## src/rtl/pr_ctrl_regs.sv

```systemverilog
// -----------------------------------------------------------------------------
// pr_ctrl_regs
//   SoftReg front end and round controller for the PageRank engine.
//   Latches the run parameters written by the host, sequences N_ROUNDS rank
//   iterations over ping-pong rank buffers, and answers the host's blocking
//   DONE_ALL read with the engine's final total sum.
//
// Optional feature macro:
//   PR_SOFTREG_READBACK_EN - when defined, reads of parameter addresses return
//                            the stored value; otherwise they return 0.
//
// Ports:
//   clk, rst                  clock (rising edge), async active-low reset
//   softreg_req_*             host request: valid strobe, isWrite, addr, data
//   softreg_resp_valid/_data  registered one-cycle read response
//   n_vert, n_inedges,
//   vaddr, ieaddr             latched run parameters
//   src_addr, dst_addr        rank buffers read / written by the current round
//   round_start               one-cycle pulse starting a round
//   round_idx                 0-based index of the current round
//   round_done                engine pulse marking the end of a round
//   total_sum                 engine's final rank sum, returned by DONE_ALL
//   busy, all_done            status: START/RUN, DONE
//
// Register map (byte addresses on softreg_req_addr):
//   0x00 N_VERT       0x08 N_INEDGES    0x10 VADDR        0x18 IEADDR
//   0x20 WRITE_ADDR0  0x28 WRITE_ADDR1  0x30 N_ROUNDS
//   0x38 DONE_READ_PARAMS (write: start run)   0x40 DONE_ALL (blocking read)
// -----------------------------------------------------------------------------
module pr_ctrl_regs #(
  parameter int RW = 32
) (
  input  logic          clk,
  input  logic          rst,
  input  logic          softreg_req_valid,
  input  logic          softreg_req_isWrite,
  input  logic [31:0]   softreg_req_addr,
  input  logic [63:0]   softreg_req_data,
  output logic          softreg_resp_valid,
  output logic [63:0]   softreg_resp_data,
  output logic [63:0]   n_vert,
  output logic [63:0]   n_inedges,
  output logic [63:0]   vaddr,
  output logic [63:0]   ieaddr,
  output logic [63:0]   src_addr,
  output logic [63:0]   dst_addr,
  output logic          round_start,
  output logic [RW-1:0] round_idx,
  input  logic          round_done,
  input  logic [63:0]   total_sum,
  output logic          busy,
  output logic          all_done
);

  localparam logic [31:0] ADDR_N_VERT      = 32'h00;
  localparam logic [31:0] ADDR_N_INEDGES   = 32'h08;
  localparam logic [31:0] ADDR_VADDR       = 32'h10;
  localparam logic [31:0] ADDR_IEADDR      = 32'h18;
  localparam logic [31:0] ADDR_WRITE_ADDR0 = 32'h20;
  localparam logic [31:0] ADDR_WRITE_ADDR1 = 32'h28;
  localparam logic [31:0] ADDR_N_ROUNDS    = 32'h30;
  localparam logic [31:0] ADDR_START       = 32'h38;
  localparam logic [31:0] ADDR_DONE_ALL    = 32'h40;

  typedef enum logic [1:0] {S_IDLE, S_START, S_RUN, S_DONE} state_e;

  state_e        state_q, state_d;
  logic [63:0]   n_vert_q, n_vert_d;
  logic [63:0]   n_inedges_q, n_inedges_d;
  logic [63:0]   vaddr_q, vaddr_d;
  logic [63:0]   ieaddr_q, ieaddr_d;
  logic [63:0]   wr_addr0_q, wr_addr0_d;
  logic [63:0]   wr_addr1_q, wr_addr1_d;
  logic [63:0]   n_rounds_q, n_rounds_d;
  logic [RW-1:0] round_idx_q, round_idx_d;
  logic          pend_q, pend_d;
  logic          resp_valid_q, resp_valid_d;
  logic [63:0]   resp_data_q, resp_data_d;

  logic          req_wr, req_rd, req_done_all;
  logic [RW-1:0] round_nxt;
  logic [63:0]   rd_param;

  assign req_wr       = softreg_req_valid &  softreg_req_isWrite;
  assign req_rd       = softreg_req_valid & ~softreg_req_isWrite;
  assign req_done_all = (softreg_req_addr == ADDR_DONE_ALL);
  assign round_nxt    = round_idx_q + RW'(1);

  // Read data for non-DONE_ALL addresses.
  always_comb begin
    rd_param = '0;
`ifdef PR_SOFTREG_READBACK_EN
    case (softreg_req_addr)
      ADDR_N_VERT:      rd_param = n_vert_q;
      ADDR_N_INEDGES:   rd_param = n_inedges_q;
      ADDR_VADDR:       rd_param = vaddr_q;
      ADDR_IEADDR:      rd_param = ieaddr_q;
      ADDR_WRITE_ADDR0: rd_param = wr_addr0_q;
      ADDR_WRITE_ADDR1: rd_param = wr_addr1_q;
      ADDR_N_ROUNDS:    rd_param = n_rounds_q;
      default:          rd_param = '0;
    endcase
`else
    rd_param = '0;
`endif
  end

  // NOTE: every signal driven here gets a default first, so no path through
  // the block leaves a value unassigned and no latch is inferred.
  always_comb begin
    state_d      = state_q;
    n_vert_d     = n_vert_q;
    n_inedges_d  = n_inedges_q;
    vaddr_d      = vaddr_q;
    ieaddr_d     = ieaddr_q;
    wr_addr0_d   = wr_addr0_q;
    wr_addr1_d   = wr_addr1_q;
    n_rounds_d   = n_rounds_q;
    round_idx_d  = round_idx_q;
    pend_d       = pend_q;
    resp_valid_d = 1'b0;
    resp_data_d  = '0;

    // Parameters are only writable in IDLE, which locks them during a run.
    if (state_q == S_IDLE && req_wr) begin
      case (softreg_req_addr)
        ADDR_N_VERT:      n_vert_d    = softreg_req_data;
        ADDR_N_INEDGES:   n_inedges_d = softreg_req_data;
        ADDR_VADDR:       vaddr_d     = softreg_req_data;
        ADDR_IEADDR:      ieaddr_d    = softreg_req_data;
        ADDR_WRITE_ADDR0: wr_addr0_d  = softreg_req_data;
        ADDR_WRITE_ADDR1: wr_addr1_d  = softreg_req_data;
        ADDR_N_ROUNDS:    n_rounds_d  = softreg_req_data;
        ADDR_START: begin
          round_idx_d = '0;
          state_d     = (n_rounds_q[RW-1:0] == '0) ? S_DONE : S_START;
        end
        default: ;
      endcase
    end

    case (state_q)
      S_START: state_d = S_RUN;
      S_RUN: begin
        if (round_done) begin
          if (round_nxt == n_rounds_q[RW-1:0]) begin
            state_d = S_DONE;
          end else begin
            round_idx_d = round_nxt;
            state_d     = S_START;
          end
        end
      end
      S_DONE: begin
        // A DONE_ALL read parked before the run finished is answered now.
        if (pend_q) begin
          resp_valid_d = 1'b1;
          resp_data_d  = total_sum;
          pend_d       = 1'b0;
          state_d      = S_IDLE;
        end
      end
      default: ;
    endcase

    // Single outstanding read: anything arriving while pend is set is dropped.
    if (req_rd && !pend_q) begin
      if (req_done_all) begin
        if (state_q == S_DONE) begin
          resp_valid_d = 1'b1;
          resp_data_d  = total_sum;
          state_d      = S_IDLE;
        end else begin
          pend_d = 1'b1;
        end
      end else begin
        resp_valid_d = 1'b1;
        resp_data_d  = rd_param;
      end
    end
  end

  // NOTE: state registers use non-blocking assignments so every flop samples
  // the pre-edge values regardless of statement order.
  always_ff @(posedge clk or negedge rst) begin
    if (!rst) begin
      state_q      <= S_IDLE;
      n_vert_q     <= '0;
      n_inedges_q  <= '0;
      vaddr_q      <= '0;
      ieaddr_q     <= '0;
      wr_addr0_q   <= '0;
      wr_addr1_q   <= '0;
      n_rounds_q   <= '0;
      round_idx_q  <= '0;
      pend_q       <= 1'b0;
      resp_valid_q <= 1'b0;
      resp_data_q  <= '0;
    end else begin
      state_q      <= state_d;
      n_vert_q     <= n_vert_d;
      n_inedges_q  <= n_inedges_d;
      vaddr_q      <= vaddr_d;
      ieaddr_q     <= ieaddr_d;
      wr_addr0_q   <= wr_addr0_d;
      wr_addr1_q   <= wr_addr1_d;
      n_rounds_q   <= n_rounds_d;
      round_idx_q  <= round_idx_d;
      pend_q       <= pend_d;
      resp_valid_q <= resp_valid_d;
      resp_data_q  <= resp_data_d;
    end
  end

  assign softreg_resp_valid = resp_valid_q;
  assign softreg_resp_data  = resp_data_q;
  assign n_vert             = n_vert_q;
  assign n_inedges          = n_inedges_q;
  assign vaddr              = vaddr_q;
  assign ieaddr             = ieaddr_q;
  assign round_idx          = round_idx_q;
  assign round_start        = (state_q == S_START);
  assign busy               = (state_q == S_START) || (state_q == S_RUN);
  assign all_done           = (state_q == S_DONE);

  // Even rounds read buffer 1 and write buffer 0; odd rounds swap.
  assign src_addr = round_idx_q[0] ? wr_addr0_q : wr_addr1_q;
  assign dst_addr = round_idx_q[0] ? wr_addr1_q : wr_addr0_q;

endmodule
```

## config.mk

```make
export PLATFORM = sky130hd
export DESIGN_NAME = pr_ctrl_regs
export DESIGN_NICKNAME = d
export VERILOG_FILES = /design/src/rtl/pr_ctrl_regs.sv
export SDC_FILE = /design/constraint.sdc
export NUM_CORES = 1
export LEC_CHECK = 0
export CORE_AREA = 2 2 255 257
export DETAILED_ROUTE_END_ITERATION = 12
export DIE_AREA = 0 0 257 259
export HOLD_SLACK_MARGIN = 0.12
export PLACE_DENSITY_LB_ADDON = 0.05
export SYNTH_ARGS = -nofsm -noshare
export SYNTH_HDL_FRONTEND = slang
export SYNTH_SLANG_ARGS = --single-unit
```

## constraint.sdc

```tcl
create_clock -name clk -period 3.89 [get_ports clk]
set_clock_uncertainty 0.05 [all_clocks]
set_input_delay 0.389 -clock clk [delete_from_list [all_inputs] [get_ports clk]]
set_output_delay 0.389 -clock clk [all_outputs]
set_load 0.01 [all_outputs]
```

Yosys cells after proc, flatten, opt, wreduce, memory -nomap -nowiden

Cells that the tools add are included.

Register bits after elaboration: 516
Bits of input ports: 165
Output and inout bits: 484
Logic and storage cells: 73

Add/sub/neg operators: 1
Eq/ne operators: 12
Mux-type cells: 31
Bitwise gates (word level): 3
Reduce and logical (&&, ||, !) cells: 14

Operators by type and width:

| operator              | count |
|---|---|
| $mux 64               | 7 |
| $mux 32               | 5 |
| $eq 32x6->1 const B   | 4 |
| $eq 32x5->1 const B   | 2 |
| $logic_not 32->1      | 2 |
| $add 32x1->32 const B | 1 |
| $eq 32x32->1          | 1 |
| $eq 32x4->1 const B   | 1 |
| $eq 32x7->1 const B   | 1 |
| $mux 2                | 9 |
| $reduce_and 2->1      | 7 |
| $mux 1                | 9 |
| $pmux 2 s3            | 1 |
| $eq 2x2->1 const B    | 2 |
| $and 1x1->1           | 2 |
| $eq 2x1->1 const B    | 1 |
| $logic_and 1x1->1     | 2 |
| $logic_not 2->1       | 1 |
| $logic_not 1->1       | 1 |
| $logic_or 1x1->1      | 1 |
| $not 1->1             | 1 |

Longest topological paths before layout

Word-level depth: 9
Mapped depth: 12
Gate-level depth less buffers: 9

Worst setup path after synthesis

OpenSTA, ideal clock, no wires.

Path type: register to register
From: register round_idx_q[1], in the netlist round_idx[1]
To: register round_idx_q[16], in the netlist round_idx[16]
Arrival time: 3.253 ns
Slack: 0.508 ns
Cell stages (with the launch flop): 11
Buffers on the path: 1
Period minus slack after synthesis: 3.382 ns
Cells stage by stage: dfrtp_1 > ha_1 > nand3_2 > or4_4 > or4_1 > a21o_1 > a211o_1 > or4_1 > buf_6 > nand2_8 > mux2i_1

Cells in the longest elaborated chain, start to end: 5

Ends and longest elaborated chain:

| item                   | line | source |
|---|---|---|
| from (decl)            | 75   | `logic [RW-1:0] round_idx_q, round_idx_d;` |
| from (signal assigned) | 208  | `round_idx_q <= round_idx_d;` |
| $add 32x1->32 (*)      | 87   | `assign round_nxt = round_idx_q + RW'(1);` |
| $eq 32x32->1           | 146  | `if (round_nxt == n_rounds_q[RW-1:0]) begin` |
| $mux 32 (*)            | 146  |  |
| $mux 32 (*)            | 145  | `if (round_done) begin` |
| $mux 32 (*)            | 142  | `case (state_q)` |
| via round_idx_d[16]    | 75   |  |

The timed path passes the listed nets; every way through them passes the cells marked *.
A chain may end at the register's enable or synchronous reset.

Final worst setup path

From: register round_idx_q[0], in the netlist round_idx[0]
To: output port src_addr[14]

Cells in the longest elaborated chain, start to end: 1

Ends and longest elaborated chain:

| item      | line | source |
|---|---|---|
| $mux 64   | 227  | `assign src_addr = round_idx_q[0] ? wr_addr0_q : wr_addr1_q;` |
| to (decl) | 45   | `output logic [63:0] src_addr,` |

Every way passes these cells.

==> run_results.csv <==
group,metric,value,unit
clock_network,numClockSinks,516,
logic_synthesis,synthesis.yosys.warnings,0,
pwr,internal_power,9.854,mW
logic_synthesis,synth-compound-area-share,2.641,%
logic_synthesis,synth_most_common_cell,"mux2_2",
critical_path,reg2reg_end,"round_idx[22]",
clock_network,cts_inserted_buffers,58,
critical_path,timing.critical_path.slowest_stage_cell,"buf_6",
timing,maxClockFrequency,0.2682,GHz
critical_path,critical_path_required,3.45,ns
timing,final-setup-viol-count,0,
logic_synthesis,synth_flop_cell,"dfrtp_1",
route,ant_nets,0,
timing,period_needed,3.729,ns
route,detail_route.first_pass.iterations,4,
placement,place_hpwl,59680,um
pwr,seq_power_share,42.3,%
layout,ratio_of_cells_with_drive_above_1_in_the_final_layout,30.62,%
hold_path,endpoint_worst_hold,"softreg_resp_data[54]",
die,total_die_area,0.06656,sq mm
layout,area_delta_synth_final,42.86,%
logic_synthesis,synth_edf_count,0,
logic_synthesis,synth-simple-area-share,7.456,%
hold_path,hp-class,"input pin to flip-flop",
die,initial_utilization,35.30,%
pwr,static-leakage-power,14.99,nW
route,routedWlPerCell,25.51,um
clock_network,max-clock-path-buffers,3,
timing,worstMarginPinSlew,1.118,ns
clock_network,cts_htree_levels,2,
logic_synthesis,syn-instance-count,1625,
die,design.core.area,0.06388,sq mm
timing,max_slew_violations,0,
placement,buffer_ports.inserted,648,
timing,rsz0062_at_grt,"no",
timing,fin_tns_setup,0,ns
pwr,clock_power_share,41.7,%
route,vias,16150,
die,die_x_extent,257,um
critical_path,cp_common_cell,"buf_6",
global_route,grt_first_pass_wirelength,119600,um
route,drt_iter0_markers,755,
critical_path,critPathLaunchType,"flip-flop",
timing,post-route-worst-setup-slack,0.1612,ns
route,vias_per_cell,5.057,
logic_synthesis,largest_family_of_logic_cells_by_synthesized_area,"multiplexers",
logic_synthesis,post_synth_main_area_contributors,"dfrtp_1 57%, mux2_2 27%, and2_1 1.9%",
die,die-height,259,um
route,drc,0,
pwr,max_rail_drop_vdd,0.0004230,V
clock_network,clock_transition_time_at_the_flip_flop_clock_pins_of_the_worst_setup_and_hold_paths,0.06,ns
logic_synthesis,post_synthesis_xor_xnor_area_fraction,2.014,%
layout,final-seq-area,0.01292,sq mm
logic_synthesis,synthesis.area_per_instance,13.88,sq um
logic_synthesis,post_synth_num_cell_types,66,
pwr,p_sw_share,27.97,%
clock_network,postCtsSetupBuffers,0,
global_route,number_of_global_route_vias_before_repair,17150,
layout,multi_input_comb_area,0.009089,sq mm
placement,pre_cts_ws,0.09511,ns
logic_synthesis,top_cells_by_count_synth,"544 x mux2_2, 516 x dfrtp_1, 74 x clkbuf_1",
critical_path,criticalPathCategory,"flip-flop to output port",
logic_synthesis,synth_largest_type_area_fraction,57.25,%
layout,layout.filler_cells,5627,
logic_synthesis,synth_sequential_area_ratio,57.25,%
logic_synthesis,ys_async_sr_fraction,100.0,%
logic_synthesis,adder_and_majority_gate_portion_of_the_synthesized_area,0.3883,%
timing,finalCritPeriodShare,95.86,%
global_route,grt_usage,24.16,%
logic_synthesis,synthMuxAreaShare,27.56,%
critical_path,setup.worst_path.end_class,"output port",
pwr,power.net_switching,3.826,mW
die,io_pins,649,
timing,max-slew-margin-rel,25.45,%
critical_path,critical_path.max_fanout,70,
global_route,grt_antenna_before_repair,2,
hold_path,min_delay_path_depth,2,
pwr,combinationalPowerShare,16.0,%
clock_network,clkLatencyLatePin,0.64,ns
timing,final-hold-violation-count,0,
critical_path,top_delay_family_on_crit_path,"buffers and inverters",
critical_path,reg2regPathDepth,9,
clock_network,cts_tree,"built",
logic_synthesis,syn_nets,1797,
clock_network,clock-root-buffer,"clkbuf_16",
hold_path,timing.hold.worst.start,"total_sum[54]",
critical_path,crit_buf_inv,3,
critical_path,timing.critical_path.cells,"buf_6 > buf_6 > mux2_2 > clkdlybuf4s50_1",
critical_path,cp_data_arrival_time,3.29,ns
logic_synthesis,synth_largest_area_cell,"dfrtp_1",
pwr,power_density,424.6,mW/mm^2
logic_synthesis,synth.ff_latch_count,516,
route,routed_wl,81490,um
logic_synthesis,mappedNetlistArea,0.02255,sq mm
critical_path,r2r_slack,0.26,ns
critical_path,slowest_stage_delay_cp,0.56,ns
critical_path,worstReg2RegStart,"round_idx[1]",
global_route,gr-total-overflow,0,
layout,finish.net_count,2463,
run,maxCapViolCount,0,
status,outcome,"completed",
global_route,grt_start_max_net_pins,87,
placement,gp_congestion,0.9030,
die,row_count,93,
[cells in the final DEF, fill, tap and decap left out, types with 3 or more instances in the layout]
master / count
clkdlybuf4s50_1: 647
mux2_2: 544
dfrtp_1: 515
and2_1: 70
clkbuf_16: 58
buf_4: 45
xnor2_1: 37
inv_1: 35
nand2_1: 30
nor3_1: 30
nor4_1: 26
nand4_1: 24
and3_1: 23
o22ai_1: 19
clkbuf_8: 19
nor2_1: 17
clkbuf_1: 16
o21ai_0: 14
o21ai_1: 13
nand3_1: 10
a31oi_1: 9
o211ai_1: 9
mux2i_1: 9
buf_12: 8
xor2_1: 7
ha_1: 7
o2111ai_1: 6
clkinv_2: 6
or4_1: 5
and4_1: 4
or3_1: 4
bufinv_16: 4
nor4b_1: 3
or2_2: 3
a21oi_1: 3
nand3b_1: 3
[worst register-to-register path: stages, from the launching register on]
cell and delay, ns:
dfrtp_1 0.44, ha_1 0.22, nand3_2 0.19, or4_4 0.70, or4_1 0.44, a21o_1 0.20, a211o_1 0.30, or4_4 0.66
nand2_8 0.16, mux2i_1 0.19
[state kept, by name, summed over array words and instances, names as in the netlist]
register            count
ieaddr                 64
state_q                 2
round_idx              32
pend_q                  1
n_rounds_q             32
softreg_resp_valid      1
wr_addr0_q             64
wr_addr1_q             64
softreg_resp_data      64
vaddr                  64
n_vert                 64
n_inedges              64
[power by group through the flow]
| stage | Combinational, mW | Sequential, mW | Clock [mW] |
|---|---|---|---|
| 2_1_floorplan | 1.21 | 5.79 | 0 |
| 3_3_place_gp | 2.21 | 5.87 | 0 |
| 3_5_place_dp | 2.21 | 5.88 | 0 |
| 4_1_cts | 2.21 | 5.78 | 5.87 |
| 5_1_grt | 2.37 | 5.82 | 6.09 |
| 6_report | 2.18 | 5.79 | 5.71 |
[per-layer routing]
metal  part of all wire (%)  GRT usage, %  vias to the layer above
met3                    6.7         6.796                      104
met2                     50         41.41                      451
met5                      0             0                        -
li1                       -             -                     7182
met1                     40         29.54                     8414
met4                    2.9         7.397                        0
[how the worst max path moves through the flow]
stage / endpoint / slack [ns] / cells past startpoint / start
3_5_place_dp: round_idx[22] / 0.1 / 9 / round_idx[6]
3_3_place_gp: round_idx[11] / 0.11 / 9 / round_idx[0]
5_1_grt: round_idx[3] / 0.03 / 10 / round_idx[3]
4_1_cts: round_idx[22] / 0.07 / 9 / round_idx[6]
2_1_floorplan: round_idx[16] / 0.51 / 10 / round_idx[1]
6_report: src_addr[14] / 0.16 / 4 / round_idx[0]
[cells by family (layout without fill, tap and decap cells)]
kind of cell / Yosys count / in the layout
XOR/XNOR: 47 / 47
AND/OR/NAND/NOR: 278 / 278
multiplexers: 553 / 553
AO/OA/AOI/OAI: 91 / 91
buffers and inverters: 133 / 846
flip-flops: 516 / 516
adder cells (fa/ha/maj): 7 / 7
other: 0 / 1
[through the flow]
stage                     instance area, sq um  hold slack, ns  std cells  power (mW)  util [%]
final                                    32220          0.2517       3194       13.68     50.44
after floorplan                          22550         0.04341       1625       7.005         -
after global placement                   30190          0.3865       3085       8.073     47.26
after CTS                                32200          0.2124       3193       13.86     50.40
after detailed placement                 30190          0.3897       3085       8.083     47.26
after global routing                     32220          0.2314       3194       14.28     50.44
[cell type report]
class / count / area share (%)
Tap cell: 855 / 3.320
Clock inverter: 14 / 0.6718
Sequential cell: 516 / 40.09
Multi-Input combinational cell: 976 / 28.21
Antenna cell: 1 / 0.007767
Clock buffer: 93 / 5.503
Timing Repair Buffer: 704 / 21.79
Inverter: 35 / 0.4078
[what timing repair did]
action,in CTS,in global routing
resized for setup,2,5
hold endpoints to repair,77,0
setup endpoints to repair,70,32
cloned,0,0
hold buffers,1,0
Power figures use the tool's default switching activity.
